===== src/rtl/booth_pkg.sv =====
// booth_pkg: shared FSM state, Booth digit types and radix-4 triplet recoding
package booth_pkg;
  typedef enum logic [1:0] {IDLE, CALC, DONE} state_e;
  typedef enum logic [2:0] {ZERO, POS1, NEG1, POS2, NEG2} digit_e;
  function automatic digit_e booth_recode(input logic [2:0] t);
    return (t == 3'b011) ? POS2 :
           (t == 3'b100) ? NEG2 :
           (t == 3'b000 || t == 3'b111) ? ZERO :
           t[2] ? NEG1 : POS1;
  endfunction
endpackage


===== src/rtl/booth_r4_pp.sv =====
// booth_r4_pp: maps a radix-4 Booth triplet and extended multiplicand to a sign-extended partial product
module booth_r4_pp
  import booth_pkg::*;
#(
  parameter int WIDTH = 16
) (
  input  logic [2:0]         i_trip,
  input  logic [WIDTH+1:0]   i_m,
  output logic [2*WIDTH-1:0] o_pp
);
  localparam logic [2*WIDTH-1:0] ONE = 1;
  digit_e             w_d;
  logic [2*WIDTH-1:0] w_m1;
  logic [2*WIDTH-1:0] w_m2;
  assign w_d  = booth_recode(i_trip);
  assign w_m1 = {{(WIDTH-2){i_m[WIDTH+1]}}, i_m};
  assign w_m2 = w_m1 << 1;
  // select the multiple of M for the recoded digit; negation is invert plus one
  always_comb
    o_pp = (w_d == POS1) ? w_m1 :
           (w_d == NEG1) ? ~w_m1 + ONE :
           (w_d == POS2) ? w_m2 :
           (w_d == NEG2) ? ~w_m2 + ONE : '0;
endmodule


===== src/rtl/booth_seq_mul.sv =====
// booth_seq_mul: sequential radix-4 Booth multiplier, WIDTH/2+1 digit cycles; BOOTH_UNSIGNED_EN adds an is_signed input
module booth_seq_mul
  import booth_pkg::*;
#(
  parameter int WIDTH = 16
) (
  input  logic               clk,
  input  logic               rst,
  input  logic               clear,
  input  logic               in_valid,
  output logic               in_ready,
  input  logic [WIDTH-1:0]   M,
  input  logic [WIDTH-1:0]   R,
  output logic               out_valid,
  input  logic               out_ready,
  output logic [2*WIDTH-1:0] P,
`ifdef BOOTH_UNSIGNED_EN
  input  logic               is_signed,
`endif
  output logic               busy
);
  localparam int N = WIDTH / 2 + 1;
  localparam int CW = $clog2(N);
  localparam logic [CW-1:0] LAST = CW'(N - 1);
  state_e             r_state;
  state_e             w_next;
  logic [WIDTH+1:0]   r_m;
  logic [WIDTH+2:0]   r_y;
  logic [2*WIDTH-1:0] r_acc;
  logic [2*WIDTH-1:0] r_p;
  logic [CW-1:0]      r_cnt;
  logic [2*WIDTH-1:0] w_pp;
  logic [2*WIDTH-1:0] w_sum;
  logic               w_sx;
  logic               w_last;
`ifdef BOOTH_UNSIGNED_EN
  assign w_sx = is_signed;
`else
  assign w_sx = 1'b1;
`endif
  assign w_last = r_cnt == LAST;
  assign w_sum  = r_acc + (w_pp << {r_cnt, 1'b0});
  assign P      = r_p;
  booth_r4_pp #(.WIDTH(WIDTH)) u_pp (
    .i_trip (r_y[2:0]),
    .i_m    (r_m),
    .o_pp   (w_pp)
  );
  // state register
  always_ff @(posedge clk or posedge rst)
    if (rst) r_state <= IDLE;
    else     r_state <= w_next;
  // next state; clear wins over any handshake
  always_comb
    w_next = clear ? IDLE :
             (r_state == IDLE && in_valid) ? CALC :
             (r_state == CALC && w_last) ? DONE :
             (r_state == DONE && out_ready) ? IDLE : r_state;
  // handshake and status outputs decoded from state
  always_comb begin
    in_ready  = r_state == IDLE;
    out_valid = r_state == DONE;
    busy      = r_state == CALC || r_state == DONE;
  end
  // datapath: load operands on acceptance, one Booth digit per CALC cycle, capture product on entry to DONE
  always_ff @(posedge clk or posedge rst)
    if (rst) begin
      r_m   <= '0;
      r_y   <= '0;
      r_acc <= '0;
      r_cnt <= '0;
      r_p   <= '0;
    end else if (r_state == IDLE && w_next == CALC) begin
      r_m   <= {{2{w_sx & M[WIDTH-1]}}, M};
      r_y   <= {{2{w_sx & R[WIDTH-1]}}, R, 1'b0};
      r_acc <= '0;
      r_cnt <= '0;
    end else if (r_state == CALC && !clear) begin
      r_acc <= w_sum;
      r_y   <= {2'b00, r_y[WIDTH+2:2]};
      r_cnt <= r_cnt + CW'(1);
      if (w_last) r_p <= w_sum;
    end
endmodule


===== config.mk =====
export PLATFORM = sky130hd
export DESIGN_NAME = booth_seq_mul
export DESIGN_NICKNAME = d
export VERILOG_FILES = /design/src/rtl/booth_pkg.sv /design/src/rtl/booth_r4_pp.sv /design/src/rtl/booth_seq_mul.sv
export SDC_FILE = /design/constraint.sdc
export NUM_CORES = 1
export LEC_CHECK = 0
export CAP_MARGIN = 15
export CORE_MARGIN = 5
export CORE_UTILIZATION = 33
export CTS_CLUSTER_DIAMETER = 150
export CTS_CLUSTER_SIZE = 16
export DETAILED_ROUTE_END_ITERATION = 8
export PLACE_DENSITY = 0.61
export SYNTH_ARGS = -nofsm -noshare
export SYNTH_HDL_FRONTEND = slang
export SYNTH_SLANG_ARGS = --single-unit

===== constraint.sdc =====
create_clock -name clk -period 6 [get_ports clk]
set_clock_uncertainty 0.1 [all_clocks]
set_input_delay 0.9 -clock clk [delete_from_list [all_inputs] [get_ports clk]]
set_output_delay 0.9 -clock clk [all_outputs]
set_load 0.03 [all_outputs]

==> metrics.yaml, run 1 <==
status: "completed"
mostFrequentLayoutCell: "nand2_1"
grt_pass1_vias: 7213
p_seq_frac: 0.244
async_flop_share: 1.00
slew_violations: 0
dr.pass1.iters: 5
fmax_mhz: 178
drc_errors: 0
crit_chain: "inv_1 > ha_1 > or4b_1 > nor3_1 > mux2_2 > a221oi_2 > mux2i_1 > mux2i_1 > a21oi_1 > o21ai_0 > ha_1 > and4_1 > a2111oi_0 > nor3_1 > o41a_1 > a221oi_2 > buf_4 > xnor3_1 > o21ai_1"
cts_tree: "yes"
post_cts_buffers: 0
clkPwrFrac: 0.150
core_sq_um: 24200
cp-end-kind: "flip-flop"
grt_first_pass_wirelength_um: 39500
final.min_clock_period_ns: 5.63
r2r_setup_slack_ns: 0.37
fp.dieW_um: 166
drtAntennaViolNets: 0
cts_hold_buf: 0
netlist_area_sq_um: 8030
crit_fanout: 8
synth_nets: 1086
hp-start: "P[15]"
synthesis.instances: 1010
r2r.worst_path.cells: 19
crit_arrival_ns: 5.81
htreeDepth: 3
synth_edf_count: 0
overflow: 0
internal_power_w: 0.00228
io_buffers: 71
rsz0062_at_grt: "false"
fin_area_sq_um: 9620
power_switching_w: 0.00196
die_area_sq_um: 27600
place_area_sq_um: 9300
antenna_found_initial: 1
ir_drop_mv: 0.158
p_per_area_nw_per_um2: 441
crit_path_start_kind: "flip-flop"
clock_sink_count: 104
worstHoldPathType: "reg2reg"
slew_headroom: 0.204
mostFrequentLayoutCells: "189 x nand2_1, 104 x dfrtp_1, 84 x a21oi_1"
p_leak_nw: 4.15
rr_startpoint: "r_m[0]"
regArea_sq_um: 2600
cts_root_buf: "clkbuf_16"
grt_usage: 0.173
path_class: "reg2reg"
setup_tns_ns: 0
rows: 57
clk_pin_slew_worst_paths_ns: 0.08
r2r_end: "P[31]"
wl_per_cell_um: 17.2
fin_nets: 1154
cts_buffers: 9
critical_path.max_stage_delay_ns: 0.57
first_iter_violations: 538
cp.required_ns: 6.18
critPathTopFamily: "compound AO/OA/AOI/OAI gates"
p_sw_frac: 0.462
dpl.hpwl_um: 17700
worst_slew_pin_slew_ns: 1.18
yosys.cell_types.count: 73
vias: 7628
path_buf_inv: 2
wl_um: 24200
combPwrFrac: 0.606
synth-seq-area-share: 0.324
timing.final.crit_share: 0.938
gp_congestion: 0.971
power.total_w: 0.00424
syn_to_final_growth_pct: 19.8
multi_input_area_sq_um: 5090
io_pins: 72
syn_avg_cell_area_sq_um: 7.95
drive_gt1_frac: 0.106
ys_warn_count: 0
min_delay_path_depth: 2
clock_latency_ns: 0.36
hold_violations: 0
nFillCells: 2472
fp.dieH_um: 166
min_to: "P[15]"
avgViaCountPerCell: 5.42
ys_seq_elements: 104
synth_ff_type: "dfrtp_1"
maxCapViolations: 0
initial_core_util: 0.332
cts_max_path_buffers: 2
setup_violations: 0
diodes: 0
worst_path_max_delay_cell: "or4b_1"
grt_max_degree: 89
-- cell type report --
class	instances	share of cell area
multi-input cells	813	0.529
repair buffers	125	0.116
well taps	324	0.0421
inverters	25	0.0100
clock inverters	6	0.00780
clock buffers	10	0.0248
flip-flops and latches	104	0.270
-- power by group through the flow --
stage | clock network, W | logic, W | registers, W
after floorplan | 0 | 0.00174 | 0.00105
after global placement | 0 | 0.00253 | 0.00104
after detailed placement | 0 | 0.00253 | 0.00104
after CTS | 0.000660 | 0.00254 | 0.00103
after global routing | 0.000682 | 0.00283 | 0.00106
final | 0.000637 | 0.00257 | 0.00104
-- metrics by stage --
stage	cells	setup slack, ns	hold slack, ns	util
2_1_floorplan	1010	0.815	0.356	-
3_3_place_gp	1391	0.357	0.361	0.385
3_5_place_dp	1391	0.193	0.362	0.385
4_1_cts	1407	0.185	0.382	0.398
5_1_grt	1407	0.00994	0.411	0.398
6_report	1407	0.369	0.375	0.398
-- metal layers --
layer,GRT usage,part of all wire
met5,0,0.00054
met4,0.0416,0.015
met3,0.0281,0.052
met2,0.261,0.43
met1,0.258,0.50
-- cell families after synthesis --
logic type / synth area share
xor+xnor: 0.0420
mux: 0.0839
compound gates: 0.226
flops: 0.324
fa+ha+maj: 0.0667
buf+inv: 0.0459
simple gates: 0.212
-- synthesized netlist by cell type, types with 6 or more instances --
| cell | instances | area, sq um |
|---|---|---|
| buf_1 | 11 | 41.3 |
| nand2b_1 | 11 | 68.8 |
| nor2_1 | 72 | 270 |
| mux2i_1 | 37 | 370 |
| nand2_1 | 189 | 709 |
| and3_1 | 7 | 43.8 |
| mux2_2 | 25 | 282 |
| nor4_1 | 7 | 43.8 |
| nand3_1 | 25 | 125 |
| a21oi_1 | 84 | 420 |
| ha_1 | 38 | 475 |
| nor2b_1 | 9 | 56.3 |
| o21a_1 | 8 | 60.1 |
| o21ai_0 | 82 | 410 |
| a311oi_1 | 6 | 52.6 |
| a31oi_1 | 11 | 68.8 |
| clkbuf_1 | 51 | 191 |
| nor3_1 | 17 | 85.1 |
| a211oi_1 | 13 | 97.6 |
| xnor2_1 | 26 | 228 |
| or3_1 | 10 | 62.6 |
| and2_1 | 8 | 50.1 |
| o22ai_1 | 13 | 81.3 |
| xor2_1 | 10 | 87.6 |
| a21o_1 | 12 | 90.1 |
| or2_2 | 7 | 43.8 |
| o31ai_1 | 6 | 45.0 |
| inv_1 | 24 | 90.1 |
| dfrtp_1 | 104 | 2600 |
-- state kept, by name, indices dropped and copies added, names as in the netlist --
signal	cells
P	32
r_state	2
r_acc	32
r_cnt	4
r_y	18
r_m	16
-- tightest hold or removal path, cell delays in order, from the launching register on --
cell and delay, ns:
dfrtp_1 0.34, nand2_1 0.05, nand2_1 0.05
-- what timing repair did --
| item | in CTS | in global routing |
|---|---|---|
| endpoints found under the hold margin | 0 | 0 |
| resized for setup | 0 | 3 |
| endpoints found under the setup margin | 0 | 2 |
-- worst max path at each step --
stage,from,depth (start not counted),to
finish,r_m[0],19,P[31]
global route,r_m[0],19,r_acc[31]
floorplan,r_m[0],20,r_acc[31]
CTS,r_m[0],19,P[31]
global placement,r_m[0],19,r_acc[31]
detailed placement,r_m[0],19,P[31]
Note: power is estimated with default switching activity, not from simulation.
==> run 2, diff against run 1 <==
--- a/config.mk
+++ b/config.mk
@@ -11,7 +11,6 @@
 export CTS_CLUSTER_DIAMETER = 150
 export CTS_CLUSTER_SIZE = 16
 export DETAILED_ROUTE_END_ITERATION = 8
-export PLACE_DENSITY = 0.61
 export SYNTH_ARGS = -nofsm -noshare
 export SYNTH_HDL_FRONTEND = slang
 export SYNTH_SLANG_ARGS = --single-unit
==> metrics.yaml, run 2 (synthesis gave the netlist of run 1 again) <==
status: "completed"
wl_per_cell_um: 16.8  # -2.2%
crit_fanout: 8  # unchanged
ir_drop_mv: 0.171  # +8.4%
vias: 7568  # -0.79%
fp.dieH_um: 166  # unchanged
clk_pin_slew_worst_paths_ns: 0.08  # about the same
avgViaCountPerCell: 5.39  # -0.57%
hold_violations: 0  # unchanged
cts_max_path_buffers: 2  # unchanged
setup_tns_ns: 0  # unchanged
wl_um: 23600  # -2.4%
rr_startpoint: "r_m[0]"
fin_nets: 1151  # -0.26%
cp-end-kind: "flip-flop"
cts_buffers: 9  # unchanged
mostFrequentLayoutCell: "nand2_1"
mostFrequentLayoutCells: "189 x nand2_1, 104 x dfrtp_1, 84 x a21oi_1"
drc_errors: 0  # unchanged
core_sq_um: 24200  # unchanged
grt_first_pass_wirelength_um: 39500  # about the same
dp_cells: 1388  # -0.22%
cts_tree: "yes"
setup_violations: 0  # unchanged
die_area_sq_um: 27600  # unchanged
dpl.hpwl_um: 17400  # -1.6%
grt_max_degree: 89  # unchanged
clock_latency_ns: 0.36  # about the same
maxCapViolations: 0  # unchanged
crit_arrival_ns: 5.72  # -0.09 ns
io_pins: 72  # unchanged
drive_gt1_frac: 0.106  # -0.000631
post_cts_buffers: 0  # unchanged
antenna_found_initial: 0  # -1
drtAntennaViolNets: 0  # unchanged
worst_slew_pin_slew_ns: 1.19  # +0.00532 ns
p_leak_nw: 4.13  # -0.44%
dr.pass1.iters: 5  # unchanged
worstHoldPathType: "reg2reg"
slew_violations: 0  # unchanged
setup_ws_ns: 0.457  # +0.0877 ns
pre_cts_slack_ns: 0.152  # -0.0412 ns
grt_pass1_vias: 7492  # +3.9%
io_buffers: 71  # unchanged
overflow: 0  # unchanged
cts_root_buf: "clkbuf_16"
timing.final.crit_share: 0.924  # -0.0146
fp.dieW_um: 166  # unchanged
crit_path_start_kind: "flip-flop"
cts_repair_resize_count: 0  # unchanged
grt_usage: 0.172  # -0.000682
rows: 57  # unchanged
syn_to_final_growth_pct: 19.7
cts_hold_buf: 0  # unchanged
crit_start: "r_m[0]"
fin_cells: 1404  # -0.21%
slew_headroom: 0.200  # -0.00359
diodes: 0  # unchanged
clock_sink_count: 104  # unchanged
hp-start: "P[15]"
power.total_w: 0.00421  # -0.79%
p_per_area_nw_per_um2: 438  # -0.67%
fmax_mhz: 180  # +1.6%
initial_core_util: 0.332  # unchanged
path_class: "reg2reg"
final.min_clock_period_ns: 5.54  # -0.0877 ns
htreeDepth: 3  # unchanged
first_iter_violations: 580  # +7.8%
gp_congestion: 0.934  # -3.8%
cp.required_ns: 6.17  # about the same
[run 2: changes by cell type in the layout (fill, tap and decap cells not counted), sizes merged]
cell | before | now
buf | 54 | 51
inv | 26 | 24
clkbuf | 10 | 11
clkinv | 3 | 4
[run 2: metal layers]
layer,vias to the layer above,routed length [um],global-route usage,share of wire
met4,0,360,0.0477,0.015
met1,3581,11900,0.254,0.50
met3,25,1370,0.0305,0.058
met5,-,0,0,0
met2,219,9980,0.259,0.42
li1,3743,-,-,-
[run 2: layout make-up]
type                    count  area (sq um)
clock buffers              11           243
clock inverters             5          67.6
fillers                  2499         14600
inverters                  25          96.3
multi-input cells         813          5100
flip-flops and latches    104          2600
well taps                 324           405
repair buffers            122          1090
[run 2: final timing paths]
path	end	slack [ns]	cells after the start
max	r_acc[31]	0.46	19
min	P[15]	0.37	2
max reg2reg	r_acc[31]	0.46	19
min reg2reg	P[15]	0.37	2
max in group asynchronous	r_acc[10]	3.75	3
min in group asynchronous	r_y[7]	0.86	2
[run 2: power by group]
group / total (W) / switching [W] / internal [W]
clock: 0.000624 / 0.000284 / 0.000339
sequential: 0.00103 / 0.000155 / 0.000878
combinational: 0.00255 / 0.00149 / 0.00106
[run 2: worst max-delay path, stage by stage (launching register included)]
cell and delay (ns):
dfrtp_1 0.46, inv_1 0.11, ha_1 0.16, or4b_4 0.52, or4_4 0.53, a311oi_1 0.35, a211oi_2 0.16, a21oi_1 0.20
mux2i_1 0.13, a21oi_1 0.18, o21ai_0 0.15, ha_1 0.40, and4_1 0.26, a2111oi_1 0.35, nor3_1 0.14, o41a_1 0.44
a221oi_2 0.33, nand2_1 0.09, mux2i_1 0.17, mux2i_1 0.20
[run 2: stage by stage]
step | hold WS, ns | area (sq um) | util
4_1_cts | 0.382 | 9590 | 0.396
6_report | 0.371 | 9610 | 0.398
2_1_floorplan | 0.356 | 8030 | -
3_5_place_dp | 0.364 | 9280 | 0.384
3_3_place_gp | 0.361 | 9280 | 0.384
5_1_grt | 0.402 | 9610 | 0.398
==> edit 1: new RTL, flow settings as in run 2 <==
`WIDTH` is set to 16 in 2 places; all go to 32.
--- a/src/rtl/booth_r4_pp.sv
+++ b/src/rtl/booth_r4_pp.sv
@@ -2,7 +2,7 @@
 module booth_r4_pp
   import booth_pkg::*;
 #(
-  parameter int WIDTH = 16
+  parameter int WIDTH = 32
 ) (
   input  logic [2:0]         i_trip,
   input  logic [WIDTH+1:0]   i_m,
--- a/src/rtl/booth_seq_mul.sv
+++ b/src/rtl/booth_seq_mul.sv
@@ -2,7 +2,7 @@
 module booth_seq_mul
   import booth_pkg::*;
 #(
-  parameter int WIDTH = 16
+  parameter int WIDTH = 32
 ) (
   input  logic               clk,
   input  logic               rst,
Interface: changed (resized M, P and R); port bits go from 72 to 136. The function was not compared with the original's and may differ.
==> edit 1 against run 2 <==
The run now ends with negative setup slack left. Worst hold slack gained 0.0021 ns. Non-clock buffer count grew 522. Sequential cell count grew 97. Cell count grew 140%. Synthesized area grew 110%. Total power grew to 3.4 times the old value. Routed wire length grew to 2.9 times the old value. Setup slack lost 0.69 ns. Cell area grew 150%. Sequential power grew 95%. Critical endpoint is now P[61]$_DFFE_PP0P_.
==> edit 1: results (changes against run 2) <==
synth warn: 0 (unchanged)
gr usage total: 23.5% (+6.2 points)
detailed-route via count: 18,600 (+150%)
post-synth cell types: 81 (+11%)
setup TNS: -2.05 ns (-2.05 ns)
sequential share of the synthesized area: 29.9% (-2.5 points)
maximum VDD drop: 206 uV (+20%)
DR iter-0 viols: 1,436 (+150%)
Final Wtd Congestion: 1.01 (+7.7%)
fraction of layout cells with a size suffix above 1: 29.2% (+19 points)
PnR worst setup slack: -0.236 ns (-0.693 ns)
Clock transition at path regs: 0.08 ns (about the same)
via count of the first global-routing pass: 18,200 (+140%)
measured slew at the worst slew-check pin: 0.951 ns (-0.236 ns)
Crit Path Max Fanout: 7 (-1)
Async SR Flop Fraction: 100% (unchanged)
CTS Buffer Depth: 3 (+1)
Post-Syn Nets: 2,370 (+120%)
failing checks: negative setup slack
Pre-antenna DRT Iters: 5 (unchanged)
Clock Latency Late Sink: 0.53 ns (+0.17 ns)
Post-Synthesis Cells: 2,229 (+120%)
ranking of synthesized cells by area: dfrtp_1, nand2_1, ha_1
Vias/cell: 5.46 (+1.3%)
Hold Path Class: reg2reg
# setup viols final: 21 (+21)
NumNets Final: 2,865 (+150%)
Placed Area: 0.0222 mm2 (+140%)
pin count of the biggest net entering global routing: 112 (+26%)
IO Port Bufs: 135 (+90%)
Clk Tree Root Cell: clkbuf_16
pre-CTS WS: -0.722 ns (-0.874 ns)
top post-synthesis cells by count: nand2_1, dfrtp_1, a21oi_1
critical path arrival: 6.61 ns (+0.89 ns)
Placed Cells: 3,345 (+140%)
first-pass GRT wire length: 106,000 um (+170%)
slowest stage delay, CP: 0.58 ns (+0.05 ns)
status: finished, violations left
H-tree depth: 1 (-2)
ys flop type: dfrtp_1
total CTS buffers: 16 (+7)
LEAKAGE: 11.0 nW (+170%)
Final Routed Wirelength: 68,400 um (+190%)
hpwl dp: 51,900 um (+200%)
antenna violations before repair: 0 (unchanged)
==> edit 1: cell types whose count changed in the layout (fill, tap and decap cells not counted), sizes merged, moves of 54 or more <==
cell / delta
buf: +458
nand2: +332
dfrtp: +97
a21oi: +93
nor2: +89
clkdlybuf4s50: +64
o21ai: +54
==> edit 1: cell type report <==
| cell class | instances | area (um2) |
|---|---|---|
| clock buffer | 17 | 425 |
| clock inverter | 2 | 35.0 |
| fill | 4993 | 26300 |
| inverter | 44 | 169 |
| multi-input combinational | 1817 | 12200 |
| sequential | 201 | 5030 |
| tap | 672 | 841 |
| timing repair buffer | 644 | 5310 |
==> edit 1: cell families after synthesis <==
group	count (synthesis)	share of synthesized area (%)
simple gates	952	25.0
compound gates	627	23.8
buf+inv	211	4.77
flops	201	29.9
mux	95	7.30
fa+ha+maj	74	5.52
xor+xnor	69	3.68
==> edit 1: final timing paths <==
check                                        start                  end  slack, ns  cells after the start
worst max-delay path            r_m[3]$_DFFE_PP0P_    P[61]$_DFFE_PP0P_      -0.24                     22
worst min-delay path             P[32]$_DFFE_PP0P_    P[32]$_DFFE_PP0P_       0.37                      2
worst max register to register  r_m[3]$_DFFE_PP0P_    P[61]$_DFFE_PP0P_      -0.24                     22
worst min register to register   P[32]$_DFFE_PP0P_    P[32]$_DFFE_PP0P_       0.37                      2
max in group asynchronous                      rst     P[9]$_DFFE_PP0P_       3.85                      4
min in group asynchronous                      rst  r_m[20]$_DFFE_PP0P_       0.71                      3
==> edit 1: what timing repair did <==
item	4_1_cts	5_1_grt
setup endpoints to repair	57	70
gates resized for setup	116	152
pin swaps	36	61
buffers inserted	12	24
==> edit 1: layer usage <==
layer | GRT usage, % | vias up | part of all wire (%)
met5 | 0 | - | 0
met4 | 5.12 | 0 | 2.1
met3 | 4.53 | 76 | 6.8
met2 | 36.3 | 538 | 45
met1 | 34.1 | 8987 | 46
li1 | - | 8950 | -
==> edit 1: where the power goes <==
part	leakage, nW	total, mW	internal [mW]	switching (mW)
sequential	2.64	2.01	1.73	0.281
combinational	8.16	11.1	5.17	5.98
clock	0.228	1.08	0.547	0.534
==> edit 1: worst reg2reg max path: stages (launching register included) <==
cell	delay, ns
dfrtp_1	0.38
or4_4	0.58
or3_4	0.48
o41ai_4	0.34
xnor2_1	0.12
a221o_1	0.42
mux4_2	0.52
mux2i_2	0.26
mux2_2	0.30
nor2_4	0.06
ha_2	0.21
buf_4	0.16
a2111oi_4	0.30
o21a_1	0.18
o41ai_2	0.07
a211o_1	0.30
nor3_4	0.12
buf_6	0.15
a31oi_4	0.11
o21a_1	0.25
o21ba_4	0.20
or4_4	0.47
nand3_2	0.09
==> edit 2: new RTL, settings of run 2 <==
Without the edit above. Re-encode `state_e` (3 states) as one-hot, 3 bits wide.
--- a/src/rtl/booth_pkg.sv
+++ b/src/rtl/booth_pkg.sv
@@ -1,6 +1,6 @@
 // booth_pkg: shared FSM state, Booth digit types and radix-4 triplet recoding
 package booth_pkg;
-  typedef enum logic [1:0] {IDLE, CALC, DONE} state_e;
+  typedef enum logic [2:0] {IDLE = 3'b001, CALC = 3'b010, DONE = 3'b100} state_e;
   typedef enum logic [2:0] {ZERO, POS1, NEG1, POS2, NEG2} digit_e;
   function automatic digit_e booth_recode(input logic [2:0] t);
     return (t == 3'b011) ? POS2 :
Behaviour: no difference found for any inputs over 10 cycles, from zero or initial values and one cycle with rst high; not proved beyond that.
==> edit 2 against run 2 <==
Cell area shrank 3.4%. Sequential power grew 7%. Sequential cell count grew 1. Highest routed layer unchanged. Routed wire length shrank 1.4%. Total power grew 13%. Setup slack lost 0.13 ns. Synthesized area shrank 2.0%. Worst hold slack gained 0.0082 ns. Critical path depth grew 1.
==> edit 2: results (changes against run 2) <==
first-pass GRT wire length: 37,900 um (-4.0%)
wire length per cell: 17.7 um (+5.2%)
DR iter-0 viols: 709 (+22%)
Pre-antenna DRT Iters: 5 (unchanged)
Crit Path Max Fanout: 7 (-1)
Vias/cell: 5.54 (+2.8%)
Final Wtd Congestion: 0.932 (-0.14%)
hpwl dp: 16,800 um (-3.3%)
antenna violations before repair: 0 (unchanged)
met2 WL: 10,300 um (+3.7%)
NumNets Final: 1,064 (-7.6%)
post-CTS setup buffers: 0 (unchanged)
Hold Path Class: reg2reg
gr usage total: 17.4% (+0.17 points)
status: finished, final reports clean
sequential share of the synthesized area: 33.4% (+0.98 points)
Max Used Layer: met4
maximum VDD drop: 182 uV (+6.2%)
Worst path slowest cell: or4_1
fraction of layout cells with a size suffix above 1: 9.24% (-1.3 points)
GR Layer Usage met1: 25.6% (+0.25 points)
pin count of the biggest net entering global routing: 69 (-22%)
met3 track demand over resource: 2.77% (-0.28 points)
WL met3: 1370 um (+0.37%)
measured slew at the worst slew-check pin: 0.969 ns (-0.218 ns)
ANT nets after route: 0 (unchanged)
CTS Buffer Depth: 2 (unchanged)
LEAKAGE: 4.07 nW (-1.5%)
Post-Syn Nets: 1,019 (-6.2%)
H-tree depth: 3 (unchanged)
post-synth cell types: 78 (+6.8%)
critical path arrival: 5.85 ns (+0.13 ns)
ranking of synthesized cells by area: dfrtp_1, nand2_1, ha_1
Metal-1 WL: 11,000 um (-7.4%)
slowest stage delay, CP: 0.58 ns (+0.05 ns)
post-CTS sizing: 0 (unchanged)
via count of the first global-routing pass: 6,915 (-7.7%)
fillers: 2,362 (-5.5%)
top post-synthesis cells by count: nand2_1, dfrtp_1, o21ai_0
GR Util met2: 26.2% (+0.33 points)
delay-heaviest family, CP: simple AND/OR/NAND/NOR gates
## edit 2: report_power, final
group	leakage, nW	internal (mW)	total, mW	switching (mW)
Clock	0.153	0.369	0.654	0.285
Sequential	1.39	0.904	1.10	0.192
Combinational	2.53	1.21	3.02	1.81
## edit 2: cell families after synthesis
kind of cell	after synthesis	synth area share (%)
AND/OR/NAND/NOR	321	18.6
adder cells (fa/ha/maj)	40	6.32
buffers and inverters	84	4.23
AO/OA/AOI/OAI	307	26.0
multiplexers	45	6.45
flip-flops	105	33.4
XOR/XNOR	44	5.07
## edit 2: final timing paths
path	start	slack [ns]	endpoint	cells past startpoint
worst max register to register	r_m[13]$_DFFE_PP0P_	0.32	r_acc[31]$_DFFE_PP0P_	20
min in group asynchronous	rst	0.97	r_y[9]$_DFFE_PP0P_	2
worst min-delay path	P[24]$_DFFE_PP0P_	0.38	P[24]$_DFFE_PP0P_	2
max in group asynchronous	rst	3.76	P[25]$_DFFE_PP0P_	3
worst max-delay path	r_m[13]$_DFFE_PP0P_	0.32	r_acc[31]$_DFFE_PP0P_	20
worst min register to register	P[24]$_DFFE_PP0P_	0.38	P[24]$_DFFE_PP0P_	2
## edit 2: area by class of cell
class | instances | area [um2] | area share [%]
multi-input cells | 757 | 4940 | 53.2
flip-flops and latches | 105 | 2630 | 28.3
repair buffers | 100 | 928 | 9.99
well taps | 319 | 399 | 4.30
clock buffers | 10 | 229 | 2.46
clock inverters | 6 | 90.1 | 0.970
inverters | 18 | 70.1 | 0.754
## edit 2: per-stage QoR
stage	setup WS (ns)	std cells	hold slack [ns]	area, um2
final	0.324	1315	0.380	9290
after global placement	0.360	1299	0.359	8950
after CTS	0.209	1315	0.383	9270
after global routing	0.00191	1315	0.404	9290
after floorplan	0.619	946	0.346	7880
after detailed placement	0.218	1299	0.364	8950
